<file path="src/rtl/amm_ahb_arbiter.sv">
// Round-robin arbiter sharing one AHB-Lite master port between N_PORTS Avalon-MM
// requesters; one single transfer in flight at a time, registered AHB controls.
module amm_ahb_arbiter #(
    parameter int N_PORTS = 2
) (
    input  logic                   aclk,
    input  logic                   aresetn,
    input  logic [32*N_PORTS-1:0]  amm_address,
    input  logic [32*N_PORTS-1:0]  amm_writedata,
    input  logic [4*N_PORTS-1:0]   amm_byteenable,
    input  logic [N_PORTS-1:0]     amm_write,
    input  logic [N_PORTS-1:0]     amm_read,
    output logic [N_PORTS-1:0]     amm_waitrequest,
    output logic [31:0]            amm_readdata,
    output logic [N_PORTS-1:0]     amm_readdatavalid,
    output logic [N_PORTS-1:0]     amm_response,
    output logic [31:0]            ahb_haddr,
    output logic [2:0]             ahb_hsize,
    output logic [1:0]             ahb_htrans,
    output logic                   ahb_hwrite,
    output logic [31:0]            ahb_hwdata,
    output logic [2:0]             ahb_hburst,
    input  logic [31:0]            ahb_hrdata,
    input  logic                   ahb_hresp,
    input  logic                   ahb_hready
);
    localparam int GW = $clog2(N_PORTS);

    typedef enum logic [1:0] {IDLE, ADDR, DATA, DONE} state_t;

    typedef struct packed {
        logic [31:0] addr;
        logic [2:0]  size;
        logic        write;
        logic [31:0] wdata;
    } xfer_t;

    state_t             state_q, state_d;
    logic [N_PORTS-1:0] req;
    xfer_t              xfer [N_PORTS];
    xfer_t              cur_q;
    logic [GW-1:0]      grant_q, last_grant_q, gnt_next;
    logic               gnt_found;
    logic [1:0]         htrans_q;
    logic               resp_q;
    logic [31:0]        rdata_q;

    // {hsize, haddr[1:0]} for a byteenable pattern; unusual patterns fall back to a word
    function automatic logic [4:0] be_map(input logic [3:0] be);
        case (be)
            4'b0001: be_map = {3'b000, 2'b00};
            4'b0010: be_map = {3'b000, 2'b01};
            4'b0100: be_map = {3'b000, 2'b10};
            4'b1000: be_map = {3'b000, 2'b11};
            4'b0011: be_map = {3'b001, 2'b00};
            4'b1100: be_map = {3'b001, 2'b10};
            default: be_map = {3'b010, 2'b00};
        endcase
    endfunction

    for (genvar p = 0; p < N_PORTS; p++) begin : g_port
        logic [4:0] sz_lsb;
        logic [1:0] addr_lsb_unused;
        logic       ack;

        assign sz_lsb          = be_map(amm_byteenable[4*p +: 4]);
        assign addr_lsb_unused = amm_address[32*p +: 2];
        assign req[p]          = amm_read[p] | amm_write[p];
        // write wins when both strobes are up
        assign xfer[p] = {amm_address[32*p+2 +: 30], sz_lsb[1:0], sz_lsb[4:2],
                          amm_write[p], amm_writedata[32*p +: 32]};

        assign ack                  = (state_q == DONE) && (grant_q == GW'(p));
        assign amm_waitrequest[p]   = ~ack;
        assign amm_readdatavalid[p] = ack & ~cur_q.write;
        assign amm_response[p]      = ack & resp_q;
    end

    // first requester after the last grant, wrapping modulo N_PORTS
    always_comb begin
        gnt_found = 1'b0;
        gnt_next  = last_grant_q;
        for (int i = 1; i <= N_PORTS; i++) begin
            if (!gnt_found && req[GW'((int'(last_grant_q) + i) % N_PORTS)]) begin
                gnt_found = 1'b1;
                gnt_next  = GW'((int'(last_grant_q) + i) % N_PORTS);
            end
        end
    end

    always_comb begin
        state_d = state_q;
        case (state_q)
            IDLE:    if (gnt_found)  state_d = ADDR;
            ADDR:    if (ahb_hready) state_d = DATA;
            DATA:    if (ahb_hready) state_d = DONE;
            DONE:    state_d = IDLE;
            default: state_d = IDLE;
        endcase
    end

    always_ff @(posedge aclk or negedge aresetn) begin
        if (!aresetn) begin
            state_q      <= IDLE;
            grant_q      <= '0;
            last_grant_q <= GW'(N_PORTS - 1);
            cur_q        <= {32'h0, 3'b010, 1'b0, 32'h0};
            htrans_q     <= 2'b00;
            resp_q       <= 1'b0;
            rdata_q      <= 32'h0;
        end else begin
            state_q <= state_d;
            case (state_q)
                IDLE: if (gnt_found) begin
                    grant_q  <= gnt_next;
                    cur_q    <= xfer[gnt_next];
                    htrans_q <= 2'b10;
                end
                ADDR: if (ahb_hready) htrans_q <= 2'b00;
                // hresp during a wait state is the first half of a two-cycle error; skip it
                DATA: if (ahb_hready) begin
                    resp_q <= ahb_hresp;
                    if (!cur_q.write) rdata_q <= ahb_hrdata;
                end
                DONE: last_grant_q <= grant_q;
                default: ;
            endcase
        end
    end

    assign ahb_htrans   = htrans_q;
    assign ahb_haddr    = cur_q.addr;
    assign ahb_hsize    = cur_q.size;
    assign ahb_hwrite   = cur_q.write;
    assign ahb_hwdata   = cur_q.wdata;
    assign ahb_hburst   = 3'b000;
    assign amm_readdata = rdata_q;

endmodule

</file>
<file path="config.mk">
export PLATFORM = sky130hd
export DESIGN_NAME = amm_ahb_arbiter
export DESIGN_NICKNAME = d
export VERILOG_FILES = /design/src/rtl/amm_ahb_arbiter.sv
export SDC_FILE = /design/constraint.sdc
export NUM_CORES = 1
export LEC_CHECK = 0
export ABC_AREA = 0
export CAP_MARGIN = 20
export CORE_MARGIN = 2
export CORE_UTILIZATION = 34
export CTS_CLUSTER_SIZE = 12
export DETAILED_ROUTE_END_ITERATION = 7
export PLACE_DENSITY = 0.75
export SYNTH_ARGS = -nofsm -noshare
export SYNTH_HDL_FRONTEND = slang
export SYNTH_SLANG_ARGS = --single-unit
export TNS_END_PERCENT = 50
</file>
<file path="constraint.sdc">
create_clock -name aclk -period 1.61 [get_ports aclk]
set_input_delay 0.322 -clock aclk [delete_from_list [all_inputs] [get_ports aclk]]
set_output_delay 0.322 -clock aclk [all_outputs]
set_load 0.005 [all_outputs]
</file>
==> flow_summary_export.csv <==
group,metric,value,unit
setup_path,endpoint_kind,"output port",
run_status,violations,"setup timing",
final_layout,finalNetCount,891,
placement,gp_congestion,0.719,
setup_path,rrSetupSlack,-0.03,ns
grt,gr-usage-met1,0.188,
sta,min_period,1.68,ns
yosys,ys_seq_area_frac,0.541,
placement,port_buffers,276,
drt,wl_per_cell,15.5,um
clocking,clk_path_buf_depth,2,
worst_hold_path,holdPathEnd,"ahb_haddr[20]",
drt,via_count,4185,
yosys,netlist.top_cell.by_area,"dfrtp_1",
yosys,synth_area_leaders,"dfrtp_1 53%, mux2i_1 13%, mux2_4 9.3%, o21ai_0 7.1%, nand2_1 5.6%",
grt,grt_use_met3,0.0890,
power,power_density,1720,nW/um2
yosys,synth_seq_cells,105,
yosys,syn_inst,417,
worst_hold_path,whs_path_depth,2,
die,dieWidth,124,um
yosys,yosysUniqueCellTypes,29,
final_layout,final_cell_area,8540,um2
setup_path,required,1.29,ns
grt,grt_util_met2,0.324,
yosys,synth_common_cells,"103 x dfrtp_1, 72 x nand2_1, 69 x o21ai_0, 64 x mux2i_1, 30 x mux2_4",
clocking,cts_tree,"built",
power,sequentialPowerShare,0.327,
clocking,htreeDepth,3,
power,switching_share,0.307,
drt,postRouteAntennaNets,0,
grt,grt_max_degree,57,
die,std_cell_rows,43,
grt,grt_pass1_vias,4233,
clocking,cts.sinks,105,
yosys,yosysMostFrequentCell,"dfrtp_1",
power,vdd_drop_max,0.801,mV
sta,holdWs,0.475,ns
yosys,synth_edf_count,0,
yosys,yosys_warnings,0,
drt,drt-total-wl,13900,um
clocking,cts-root-buf,"clkbuf_16",
die,fp.dieH,124,um
grt,grt_overflow_total,0,
placement,dpl_worst_slack,-0.220,ns
grt,grt_pass1_wl,21000,um
flow_run,maxCapViolCount,0,
die,core_area,13900,um2
clocking,clk_pin_slew,0.07,ns
sta,finalCritPeriodShare,1.04,
yosys,syn_area_per_cell,11.6,um2
sta,setup_viol,27,
power,p_comb_frac,0.501,
power,intPower,10.2,mW
final_layout,antennaDiodeCount,0,
yosys,yosys.area.top_type_share,0.531,
grt,grt.busiest_layer,"met2",
die,start_util,0.349,
setup_path,arrival,1.35,ns
setup_path,worstRegToRegCells,7,
power,power_frac_clock,0.172,
sta,slew_viol_final,0,
power,p_leak,3.98,nW
final_layout,drive_gt1_frac,0.151,
drt,first_pass_iters,4,
power,total_power,14.7,mW
sta,max_freq,596,MHz
drt,drtIter0Drc,98,
clocking,clock_latency,0.35,ns
final_layout,syn2layout_area_growth,75.9,%
worst_hold_path,hp-class,"register to register",
setup_path,r2r-end,"amm_readdata[4]",
setup_path,crit_type,"register to output port",
grt,antenna_found_initial,0,
setup_path,reg2reg_from,"state_q[0]",
worst_hold_path,hp-start,"ahb_haddr[20]",
yosys,synth_ff_type,"dfrtp_1",
die,io_pins,287,
power,p_sw,4.50,mW
yosys,ys_async_sr_fraction,1.00,
yosys,netlist_area,4860,um2
sta,rsz0062_at_grt,"true",
setup_path,path_max_fanout,4,
sta,finClkSkew,0.00936,ns
clocking,cts-buffers-inserted,9,
run_status,status,"finished, violations left",
sta,post-route-worst-setup-slack,-0.0668,ns
grt,track_usage,0.181,
placement,placed_area,7920,um2
placement,dp_hpwl,10600,um
sta,finalHoldViolations,0,
die,fp.dieArea,15300,um2
drt,post-route-drc-count,0,
setup_path,start_kind,"register",
drt,post_drt_via_cell_ratio,4.67,
==> stage by stage <==
stage,setup TNS [ns],utilization,cells
final,-0.531,0.613,896
after global routing,-1.50,0.613,896
after CTS,-1.09,0.605,892
after detailed placement,-7.26,0.568,865
after global placement,-6.80,0.568,865
after floorplan,0,-,421
==> layer usage <==
layer	vias up	routed length (um)	part of all wire
li1	2014	-	-
met1	1975	5120	0.37
met2	180	7020	0.51
met3	16	1550	0.11
met4	0	178	0.013
met5	-	0	0
==> layout by cell type, fill, tap and decap left out, types with 6 or more instances in the layout <==
cell type	count
buf_4	18
clkbuf_16	9
nor2_1	6
o21ai_0	69
mux2_4	31
nand2_1	70
buf_12	10
dlymetal6s2s_1	18
mux2i_1	64
dfrtp_1	103
clkdlybuf4s50_1	246
==> area by class of cell <==
type | count | area (um2)
multi-input cells | 281 | 2120
fillers | 1116 | 5390
flip-flops and latches | 105 | 2630
clock buffers | 11 | 243
clock inverters | 5 | 104
well taps | 180 | 225
inverters | 4 | 17.5
repair buffers | 310 | 3200
==> kinds of logic (layout without fill, tap and decap cells) <==
group / Yosys count / in the layout / synth area share
DFF: 105 / 105 / 0.541
muxes: 98 / 98 / 0.234
and+or+nand+nor: 92 / 92 / 0.0757
AOI/OAI and AO/OA: 78 / 78 / 0.0850
buffers and inverters: 35 / 330 / 0.0456
adders and majority gates: 4 / 4 / 0.0103
xor gates and xnor gates: 4 / 4 / 0.00721
other: 1 / 5 / 0.000772
==> registers in the layout, indices dropped and copies added, names as in the netlist <==
name	flops
amm_readdata	32
state_q	2
grant_q	1
ahb_hwdata	32
ahb_hsize	2
ahb_haddr	32
last_grant_q	1
resp_q	1
ahb_hwrite	1
ahb_htrans	1
==> timing repair <==
item / 4_1_cts / 5_1_grt
endpoints found under the hold margin: 95 / 0
cloned: 2 / 0
pin swaps: 4 / 3
endpoints found under the setup margin: 44 / 125
hold buffers: 1 / 0
buffers inserted: 8 / 5
gates resized for setup: 43 / 35
==> how the worst max path moves through the flow <==
stage / from / cells after the start / endpoint
global route: state_q[0] / 6 / amm_readdatavalid[1]
floorplan: state_q[0] / 7 / amm_readdata[0]
finish: state_q[0] / 6 / amm_readdatavalid[1]
detailed placement: ahb_hready / 5 / amm_readdata[13]
CTS: state_q[0] / 5 / amm_response[1]
global placement: ahb_hready / 5 / amm_readdata[21]
==> power by group through the flow <==
stage,clock [mW],combinational [mW],sequential (mW)
floorplan,0,3.05,4.77
global placement,0,6.85,4.78
detailed placement,0,7.00,4.86
CTS,2.60,7.31,4.82
global route,2.72,8.03,4.98
finish,2.52,7.35,4.80
==> worst max-delay path: stages, from the launching register on <==
cell and delay (ns):
dfrtp_1 0.40, buf_6 0.13, ha_4 0.17, nand2_4 0.08, buf_6 0.09, nor2_2 0.02
buf_2 0.12
(Power assumes the default switching activity.)
